`config.mk`:
```
export PLATFORM = sky130hd
export DESIGN_NAME = shell_ctrl
export DESIGN_NICKNAME = d
export VERILOG_FILES = /design/src/rtl/shell_ctrl.sv
export SDC_FILE = /design/constraint.sdc
export NUM_CORES = 1
export LEC_CHECK = 0
export CAP_MARGIN = 20
export CORE_UTILIZATION = 49
export DETAILED_ROUTE_END_ITERATION = 7
export HOLD_SLACK_MARGIN = 0.1
export PLACE_DENSITY_LB_ADDON = 0.3
export SYNTH_ARGS = -nofsm -noshare
export SYNTH_HDL_FRONTEND = slang
export SYNTH_SLANG_ARGS = --single-unit
```
`constraint.sdc`:
```
create_clock -name i_clk_25m -period 2.4 [get_ports i_clk_25m]
set_input_delay 0.48 -clock i_clk_25m [delete_from_list [all_inputs] [get_ports i_clk_25m]]
set_output_delay 0.48 -clock i_clk_25m [all_outputs]
set_load 0.02 [all_outputs]
```
`src/rtl/shell_ctrl.sv`:
```
// shell_ctrl: controls the single shell fired by tank 0 in the 640x480 display.
// The raw fire button is synchronised and debounced. A press arms a pending
// launch, and the shell spawns at the tank muzzle on the next frame tick. The
// shell then advances once per frame, retires at the playfield border, and a
// cooldown runs before the next shell may fire. A registered per-pixel hit flag
// is also produced for the renderer.
//
// Ports:
//   i_clk_25m      pixel clock (single clock domain)
//   i_rst          asynchronous, active-high reset
//   i_frame_tick   one-cycle pulse per frame (vertical blanking)
//   i_fire_n       raw fire button, active low, asynchronous
//   i_tank_x/y     tank 0 top-left corner (30x30 sprite)
//   i_tank_dir     tank 0 direction: 0 up, 1 down, 2 left, 3 right
//   i_x_pos/y_pos  current pixel coordinate
//   i_valid        current pixel lies in the visible area
//   o_shell_active a shell is in flight
//   o_shell_x/y    shell top-left corner
//   o_shell_dir    shell travel direction
//   o_shell_pixel  previous cycle's pixel lies on the shell
//   o_fire_count   shells launched, wraps 255->0
//
// state    | meaning
// ---------+-----------------------------------------------
// S_IDLE   | no shell; a pending press spawns on frame tick
// S_FLIGHT | shell moving one step per frame tick
// S_COOL   | shell retired; counting frames before re-arm
module shell_ctrl #(
  parameter int DEBOUNCE_CYCLES = 250000,
  parameter int SHELL_SIZE      = 4,
  parameter int SHELL_SPEED     = 4,
  parameter int COOLDOWN_FRAMES = 15,
  parameter int X_MIN           = 2,
  parameter int X_MAX           = 638,
  parameter int Y_MIN           = 1,
  parameter int Y_MAX           = 478
) (
  input  logic       i_clk_25m,
  input  logic       i_rst,
  input  logic       i_frame_tick,
  input  logic       i_fire_n,
  input  logic [9:0] i_tank_x,
  input  logic [9:0] i_tank_y,
  input  logic [1:0] i_tank_dir,
  input  logic [9:0] i_x_pos,
  input  logic [9:0] i_y_pos,
  input  logic       i_valid,
  output logic       o_shell_active,
  output logic [9:0] o_shell_x,
  output logic [9:0] o_shell_y,
  output logic [1:0] o_shell_dir,
  output logic       o_shell_pixel,
  output logic [7:0] o_fire_count
);

  localparam int DB_W = (DEBOUNCE_CYCLES > 2) ? $clog2(DEBOUNCE_CYCLES) : 1;
  localparam int CD_W = (COOLDOWN_FRAMES > 2) ? $clog2(COOLDOWN_FRAMES + 1) : 2;
  localparam logic [DB_W-1:0] DB_LAST = DB_W'(DEBOUNCE_CYCLES - 1);
  localparam logic [CD_W-1:0] CD_LAST = CD_W'(COOLDOWN_FRAMES - 1);

  localparam logic [10:0] SPEED11   = 11'(SHELL_SPEED);
  localparam logic [10:0] SIZE11    = 11'(SHELL_SIZE);
  localparam logic [10:0] REACH11   = 11'(SHELL_SIZE - 1 + SHELL_SPEED);
  localparam logic [10:0] UP_LIM    = 11'(Y_MIN + SHELL_SPEED);
  localparam logic [10:0] LEFT_LIM  = 11'(X_MIN + SHELL_SPEED);
  localparam logic [10:0] X_MAX11   = 11'(X_MAX);
  localparam logic [10:0] Y_MAX11   = 11'(Y_MAX);

  typedef enum logic [1:0] {S_IDLE = 2'd0, S_FLIGHT = 2'd1, S_COOL = 2'd2} state_t;

  state_t r_state, w_state_next;

  // input synchroniser and debouncer
  logic            r_fire_meta, r_fire_sync;
  logic            r_db_pressed;
  logic [DB_W-1:0] r_db_cnt;
  logic            r_press;
  logic            w_sync_pressed;

  assign w_sync_pressed = ~r_fire_sync;

  always_ff @(posedge i_clk_25m or posedge i_rst) begin
    if (i_rst) begin
      r_fire_meta  <= 1'b1;
      r_fire_sync  <= 1'b1;
      r_db_pressed <= 1'b0;
      r_db_cnt     <= '0;
      r_press      <= 1'b0;
    end else begin
      r_fire_meta <= i_fire_n;
      r_fire_sync <= r_fire_meta;
      r_press     <= 1'b0;
      if (w_sync_pressed == r_db_pressed) begin
        r_db_cnt <= '0;
      end else if (r_db_cnt == DB_LAST) begin
        r_db_cnt     <= '0;
        r_db_pressed <= w_sync_pressed;
        r_press      <= w_sync_pressed;
      end else begin
        r_db_cnt <= r_db_cnt + 1'b1;
      end
    end
  end

  // datapath registers
  logic            r_pending;
  logic [CD_W-1:0] r_cool;
  logic [9:0]      r_shell_x, r_shell_y;
  logic [1:0]      r_shell_dir;
  logic [7:0]      r_fire_count;
  logic            r_shell_pixel;

  logic        w_spawn, w_expire, w_cool_done, w_blocked;
  logic [10:0] w_tx, w_ty, w_sx, w_sy;
  logic [10:0] w_spawn_x, w_spawn_y, w_step_x, w_step_y;
  logic [10:0] w_dx, w_dy;
  logic        w_hit;

  assign w_tx = {1'b0, i_tank_x};
  assign w_ty = {1'b0, i_tank_y};
  assign w_sx = {1'b0, r_shell_x};
  assign w_sy = {1'b0, r_shell_y};

  always_comb begin
    w_spawn_x = w_tx;
    w_spawn_y = w_ty;
    case (i_tank_dir)
      2'd0: begin w_spawn_x = w_tx + 11'd13; w_spawn_y = w_ty;          end
      2'd1: begin w_spawn_x = w_tx + 11'd13; w_spawn_y = w_ty + 11'd26; end
      2'd2: begin w_spawn_x = w_tx;          w_spawn_y = w_ty + 11'd13; end
      default: begin w_spawn_x = w_tx + 11'd26; w_spawn_y = w_ty + 11'd13; end
    endcase
  end

  // a step is blocked when it would carry any shell pixel past the legal box
  always_comb begin
    w_step_x  = w_sx;
    w_step_y  = w_sy;
    w_blocked = 1'b0;
    case (r_shell_dir)
      2'd0: begin w_blocked = (w_sy < UP_LIM);              w_step_y = w_sy - SPEED11; end
      2'd1: begin w_blocked = (w_sy + REACH11 > Y_MAX11);   w_step_y = w_sy + SPEED11; end
      2'd2: begin w_blocked = (w_sx < LEFT_LIM);            w_step_x = w_sx - SPEED11; end
      default: begin w_blocked = (w_sx + REACH11 > X_MAX11); w_step_x = w_sx + SPEED11; end
    endcase
  end

  assign w_spawn     = (r_state == S_IDLE) && i_frame_tick && r_pending;
  assign w_expire    = (r_state == S_FLIGHT) && i_frame_tick && w_blocked;
  assign w_cool_done = (r_state == S_COOL) && i_frame_tick && (r_cool == CD_LAST);

  always_ff @(posedge i_clk_25m or posedge i_rst) begin
    if (i_rst) r_state <= S_IDLE;
    else       r_state <= w_state_next;
  end

  always_comb begin
    w_state_next = r_state;
    case (r_state)
      S_IDLE:   if (w_spawn)     w_state_next = S_FLIGHT;
      S_FLIGHT: if (w_expire)    w_state_next = S_COOL;
      S_COOL:   if (w_cool_done) w_state_next = S_IDLE;
      default:                   w_state_next = S_IDLE;
    endcase
  end

  always_comb begin
    o_shell_active = (r_state == S_FLIGHT);
  end

  // unsigned 11-bit differences: a pixel left of / above the shell wraps to a
  // large value and so never satisfies the size compare
  assign w_dx  = {1'b0, i_x_pos} - w_sx;
  assign w_dy  = {1'b0, i_y_pos} - w_sy;
  assign w_hit = o_shell_active && i_valid && (w_dx < SIZE11) && (w_dy < SIZE11);

  always_ff @(posedge i_clk_25m or posedge i_rst) begin
    if (i_rst) begin
      r_pending     <= 1'b0;
      r_cool        <= '0;
      r_shell_x     <= '0;
      r_shell_y     <= '0;
      r_shell_dir   <= '0;
      r_fire_count  <= '0;
      r_shell_pixel <= 1'b0;
    end else begin
      r_shell_pixel <= w_hit;
      // presses outside IDLE are dropped, never queued
      if (w_spawn)
        r_pending <= 1'b0;
      else if (r_press && (r_state == S_IDLE))
        r_pending <= 1'b1;

      if (w_spawn) begin
        r_shell_x    <= w_spawn_x[9:0];
        r_shell_y    <= w_spawn_y[9:0];
        r_shell_dir  <= i_tank_dir;
        r_fire_count <= r_fire_count + 8'd1;
      end else if ((r_state == S_FLIGHT) && i_frame_tick && !w_blocked) begin
        r_shell_x <= w_step_x[9:0];
        r_shell_y <= w_step_y[9:0];
      end

      if (w_expire)
        r_cool <= '0;
      else if ((r_state == S_COOL) && i_frame_tick)
        r_cool <= r_cool + 1'b1;
    end
  end

  assign o_shell_x     = r_shell_x;
  assign o_shell_y     = r_shell_y;
  assign o_shell_dir   = r_shell_dir;
  assign o_shell_pixel = r_shell_pixel;
  assign o_fire_count  = r_fire_count;

endmodule

```
After elaboration in Yosys (flattened, before gate mapping) --
Cells that the tools add are included.
Operators by class: eq/ne operators 13, reduce and logical (&&, ||, !) cells 25, bitwise logic cells 2, muxes and demuxes 21, $lt $le $gt $ge 6, add/sub/neg operators 15
Operators with widths (count):
- 10-bit case mux with 2 select lines | 4
- 10-bit two-way mux | 4
- 18-bit two-way mux | 2
- 10-bit by 3-bit adder with 11-bit output, second input constant | 2
- 11-bit by 3-bit < comparator with 1-bit output, second input constant | 2
- 10-bit by 10-bit subtractor with 11-bit output | 2
- 10-bit by 3-bit adder with 10-bit output, second input constant | 2
- 10-bit by 4-bit adder with 10-bit output, second input constant | 2
- 10-bit by 5-bit adder with 10-bit output, second input constant | 2
- 10-bit by 3-bit < comparator with 1-bit output, second input constant | 2
- 10-bit by 3-bit subtractor with 10-bit output, second input constant | 2
- 18-bit by 1-bit adder with 18-bit output, second input constant | 1
- 18-bit equality test, second input constant | 1
- 11-bit by 10-bit > comparator with 1-bit output, second input constant | 1
- 11-bit by 9-bit > comparator with 1-bit output, second input constant | 1
- 1-bit logical AND | 11
- 8-bit by 1-bit adder with 8-bit output, second input constant | 1
- 4-bit two-way mux | 2
- 2-bit by 1-bit equality test with 1-bit output, second input constant | 3
- 2-bit equality test, second input constant | 3
- 2-bit zero test | 3
- 2-bit two-way mux | 3
- 2-bit case mux with 3 select lines | 1
- 2-bit AND reduction | 3
- 13 further kinds | 22
Word-level totals: register bits 60, output and inout bits 32, bits of input ports 47

Depth between registers and ports, before layout --
depth after elaboration 7, depth in mapped cells 11, depth with buffers taken out 11

Worst setup path before layout --
Ideal clock, no wire load.
path kind reg2reg, start register r_shell_y[3], in the netlist o_shell_y[3], end register r_shell_pixel, in the netlist o_shell_pixel, data arrival time 2658 ps, library setup time 111 ps, stages on the path, launching flop included 10, setup slack -369 ps, cell sequence dfrtp_1 > clkbuf_1 > inv_1 > ha_1 > or2_2 > a211o_1 > nand2_1 > o2111ai_1 > or4_1 > a2111oi_2
On the way: cells in the longest elaborated chain, start to end 3
RTL lines:
- start, declared | line 108 | logic [9:0] r_shell_x, r_shell_y;
- start signal, assigned | line 196 | r_shell_y <= w_spawn_y[9:0];
- start signal, assigned | line 201 | r_shell_y <= w_step_y[9:0];
- 10-bit by 10-bit subtractor with 11-bit output | line 174 | assign w_dy = {1'b0, i_y_pos} - w_sy;
- 11-bit by 3-bit < comparator with 1-bit output | line 175 | assign w_hit = o_shell_active && i_valid && (w_dx < SIZE11) && (w_dy < SIZE11);
- 1-bit logical AND | line 175
- via w_hit | line 117 | logic w_hit;
- end signal, assigned | line 187 | r_shell_pixel <= w_hit;
- end, declared | line 111 | logic r_shell_pixel;
The timed path passes the listed nets, and every way through them passes these cells. A chain may end at the register's enable or synchronous reset.

Worst setup path after layout --
start input i_x_pos[3], end register r_shell_pixel, in the netlist o_shell_pixel
On the way: cells in the longest elaborated chain, start to end 4
RTL lines:
- start, declared | line 45 | input logic [9:0] i_x_pos,
- 10-bit by 10-bit subtractor with 11-bit output | line 173 | assign w_dx = {1'b0, i_x_pos} - w_sx;
- 11-bit by 3-bit < comparator with 1-bit output | line 175
- 1-bit logical AND (2 in series) | line 175
- via w_hit | line 117
The timed path passes the listed nets, and every way through them passes these cells.

==> results.py <==
metrics = {
    "global_route": {
        "use_met3_pct": 4.07,
        "antenna_found_initial": 0,
        "grt_overflow": 0,
        "grt_util_met1_pct": 32.5,
        "grtUsageTotal_pct": 26.5,
        "use_met2_pct": 47.0,
        "grt_max_degree": 47,
        "grt_pass1_wl_um": 21300,
        "first_global_vias": 4718,
        "grt-busiest-layer": "met2",
    },
    "clocking": {
        "h-tree-depth": 3,
        "path_clk_slew_ns": 0.07,
        "cts_tree": "built",
        "clockRootBuffer": "clkbuf_8",
        "cts_buffers": 9,
        "clock-sinks": 60,
        "cts_buffer_depth": 2,
        "clkLatencyLatePin_ns": 0.34,
    },
    "worst_hold_path": {
        "hp-start": "r_fire_meta",
        "min_to": "r_fire_sync",
        "min_path_cells": 0,
        "hold_class": "flop to flop",
    },
    "layout": {
        "nNetsFinal": 790,
        "design_area_mm2": 0.00677,
        "diodes": 0,
        "drive_above_1_share_pct": 21.8,
        "fin_cells": 831,
        "nFillCells": 678,
        "synthToLayoutAreaGrowth_pct": 40.1,
    },
    "detailed_routing": {
        "drc_errors": 0,
        "dr.pass1.iters": 5,
        "post_drt_via_cell_ratio": 5.64,
        "vias": 4687,
        "ant_nets": 0,
        "wl_per_cell_um": 16.4,
        "drt_wl_total_um": 13600,
        "drt_iter0_markers": 188,
    },
    "setup_path": {
        "r2r-end": "o_shell_pixel",
        "startpoint_type": "primary input",
        "rrSetupSlack_ns": -0.05,
        "reg2reg_from": "o_shell_x[4]",
        "worstPathArrival_ns": 2.70,
        "reg2reg_depth": 9,
        "cp_slowest_stage_delay_ns": 0.54,
        "path_class": "primary input to flop",
        "crit_chain": "clkdlybuf4s50_1, ha_1, xor2_1, nor3_1, a31oi_1, nor3b_2, o2111ai_1, or4_1, a2111oi_2",
        "crit_slowest_cell": "or4_1",
        "end_kind": "flop",
        "crit_required_ns": 2.63,
        "cp_max_fo": 3,
    },
    "yosys": {
        "async_flop_share_pct": 100,
        "netlist_area_mm2": 0.00483,
        "synth_area_per_cell_um2": 8.74,
        "syn_nets": 646,
        "synthCells": 553,
        "ys_types": 71,
        "seq_area_frac_synth_pct": 31.1,
        "synthFlopType": "dfrtp_1",
        "ys_warn_count": 0,
        "synth_edf_count": 0,
        "ys_seq_elements": 60,
    },
    "die": {
        "die-area_mm2": 0.0103,
        "rows": 35,
        "fp.dieW_um": 101,
        "ioPinCount": 79,
        "initial_core_util_pct": 51.3,
        "die_h_um": 101,
        "core_mm2": 0.00942,
    },
    "power_and_ir_drop": {
        "powerDensity_mw_per_mm2": 1130,
        "ir_drop_uv": 797,
        "leakagePower_nw": 2.91,
        "p_total_w": 0.00766,
    },
    "placement": {
        "place_inst": 806,
        "gp_congestion": 0.905,
        "pre_cts_ws_ns": -0.554,
        "port-buffer-count": 78,
        "placed_area_mm2": 0.00622,
        "dpl.hpwl_um": 9870,
    },
    "sta": {
        "worst_clock_skew_ns": 0.00825,
        "fin_ws_ns": -0.0737,
        "final.period_utilization_pct": 103,
        "max_clock_freq_mhz": 404,
        "min_period_ns": 2.47,
        "worstMarginPinSlew_ns": 0.548,
        "relSlewSlack_pct": 63.4,
        "final-setup-viol-count": 4,
        "hold_viol": 0,
        "rsz0062_at_grt": "yes",
        "slew_viol_final": 0,
    },
    "run_status": {
        "status": "complete, but fails checks",
        "violations": "negative setup slack",
    },
    "flow_run": {
        "max_cap_viol_count": 0,
    },
}
-- Yosys cell counts, types with 4 or more instances --
library cell	count	area share, %
a31oi_1	4	0.52
o311ai_1	10	1.8
nor3_1	14	1.5
nor2_1	53	4.1
ha_1	44	11
a211oi_1	5	0.78
a21oi_1	16	1.7
dfrtp_1	58	30
nand2b_1	6	0.78
a21o_1	7	1.1
nand3_1	21	2.2
nor2b_1	6	0.78
xnor2_1	36	6.5
nand2_1	75	5.8
xor2_1	29	5.3
o2111ai_1	5	0.91
o21ai_0	20	2.1
nor4_1	4	0.52
and3_1	8	1.0
clkbuf_1	10	0.78
or3_1	4	0.52
inv_1	32	2.5
nand4_1	10	1.3
mux2i_1	7	1.5
-- cell usage in the layout, fill, tap and decap left out, types with 5 or more instances in the layout --
cell | synthesis | final
o311ai_2 | 1 | 7
ha_1 | 44 | 38
nor2b_1 | 6 | 5
nand4_1 | 10 | 10
xor2_1 | 29 | 29
dfrtp_2 | 0 | 6
inv_2 | 1 | 5
a21oi_1 | 16 | 12
clkbuf_8 | 0 | 9
o21ai_0 | 20 | 19
a211oi_1 | 5 | 5
dfrtp_1 | 58 | 52
mux2i_1 | 7 | 7
nand2b_1 | 6 | 6
and3_1 | 8 | 8
nand2_1 | 75 | 72
a21o_1 | 7 | 7
buf_6 | 1 | 5
nor3_1 | 14 | 12
xnor2_1 | 36 | 36
buf_4 | 1 | 62
nor2_1 | 53 | 52
nand3_1 | 21 | 21
clkdlybuf4s50_1 | 0 | 74
inv_1 | 32 | 26
-- worst max-delay path, delay by kind of cell --
family | cells | cell delay (ns)
xor gates and xnor gates | 1 | 0.18
buffers and inverters | 1 | 0.41
and+or+nand+nor | 3 | 0.94
AOI/OAI and AO/OA | 3 | 0.44
adders and majority gates | 1 | 0.24
-- routing by layer --
layer,part of all wire (%),vias to the layer above
met5,0,-
met4,3.0,0
met3,3.7,34
met2,51,140
met1,42,2262
li1,-,2251
-- cell families (layout without fill, tap and decap cells) --
logic type,after synthesis,count (layout),synth area share [%]
simple gates,221,221,21.8
fa+ha+maj,46,46,12.2
flops,60,60,31.1
mux,8,8,1.68
compound gates,105,105,17.4
buf+inv,48,197,3.99
xor+xnor,65,65,11.8
-- through the flow --
stage | hold slack (ns) | util (%) | setup TNS (ns)
after global placement | 0.351 | 66.1 | -0.491
after floorplan | 0.345 | - | -0.113
final | 0.362 | 71.9 | -0.123
after CTS | 0.365 | 69.6 | -0.0288
after global routing | 0.366 | 71.9 | -1.40
after detailed placement | 0.354 | 66.1 | -0.875
-- layout make-up --
class	instances	area, um2	area share, %
Clock inverter	7	76.3	1.13
Sequential cell	60	1510	22.3
Clock buffer	9	124	1.83
Inverter	33	129	1.90
Timing Repair Buffer	148	1360	20.1
Multi-Input combinational cell	445	3400	50.3
Tap cell	129	161	2.38
-- state kept, by name, summed over array words and instances, names as in the netlist, 2 cells and up --
signal,count
o_shell_y,10
r_cool,4
o_fire_count,8
o_shell_dir,2
r_db_cnt,18
r_state,2
o_shell_x,10
-- report_power, final --
group	internal, W	switching [W]
clock	0.000484	0.000437
sequential	0.00126	0.000306
combinational	0.00253	0.00265
-- worst max-delay path by stage --
stage,startpoint,end,slack (ns),cells past startpoint
final,i_x_pos[3],o_shell_pixel,-0.07,9
after global routing,o_shell_y[0],o_shell_y[5],-0.14,10
after CTS,i_x_pos[4],o_shell_pixel,-0.03,9
after detailed placement,i_y_pos[1],o_shell_pixel,-0.55,8
after global placement,i_y_pos[1],o_shell_pixel,-0.48,8
after floorplan,o_shell_y[3],o_shell_pixel,-0.08,9
-- timing repair --
item / 4_1_cts / 5_1_grt
endpoints found under the setup margin: 12 / 23
hold buffers: 0 / 0
buffers inserted: 4 / 5
pin swaps: 13 / 4
endpoints found under the hold margin: 0 / 0
cloned: 0 / 0
resized for setup: 21 / 37
Note: power is estimated with default switching activity, not from simulation.
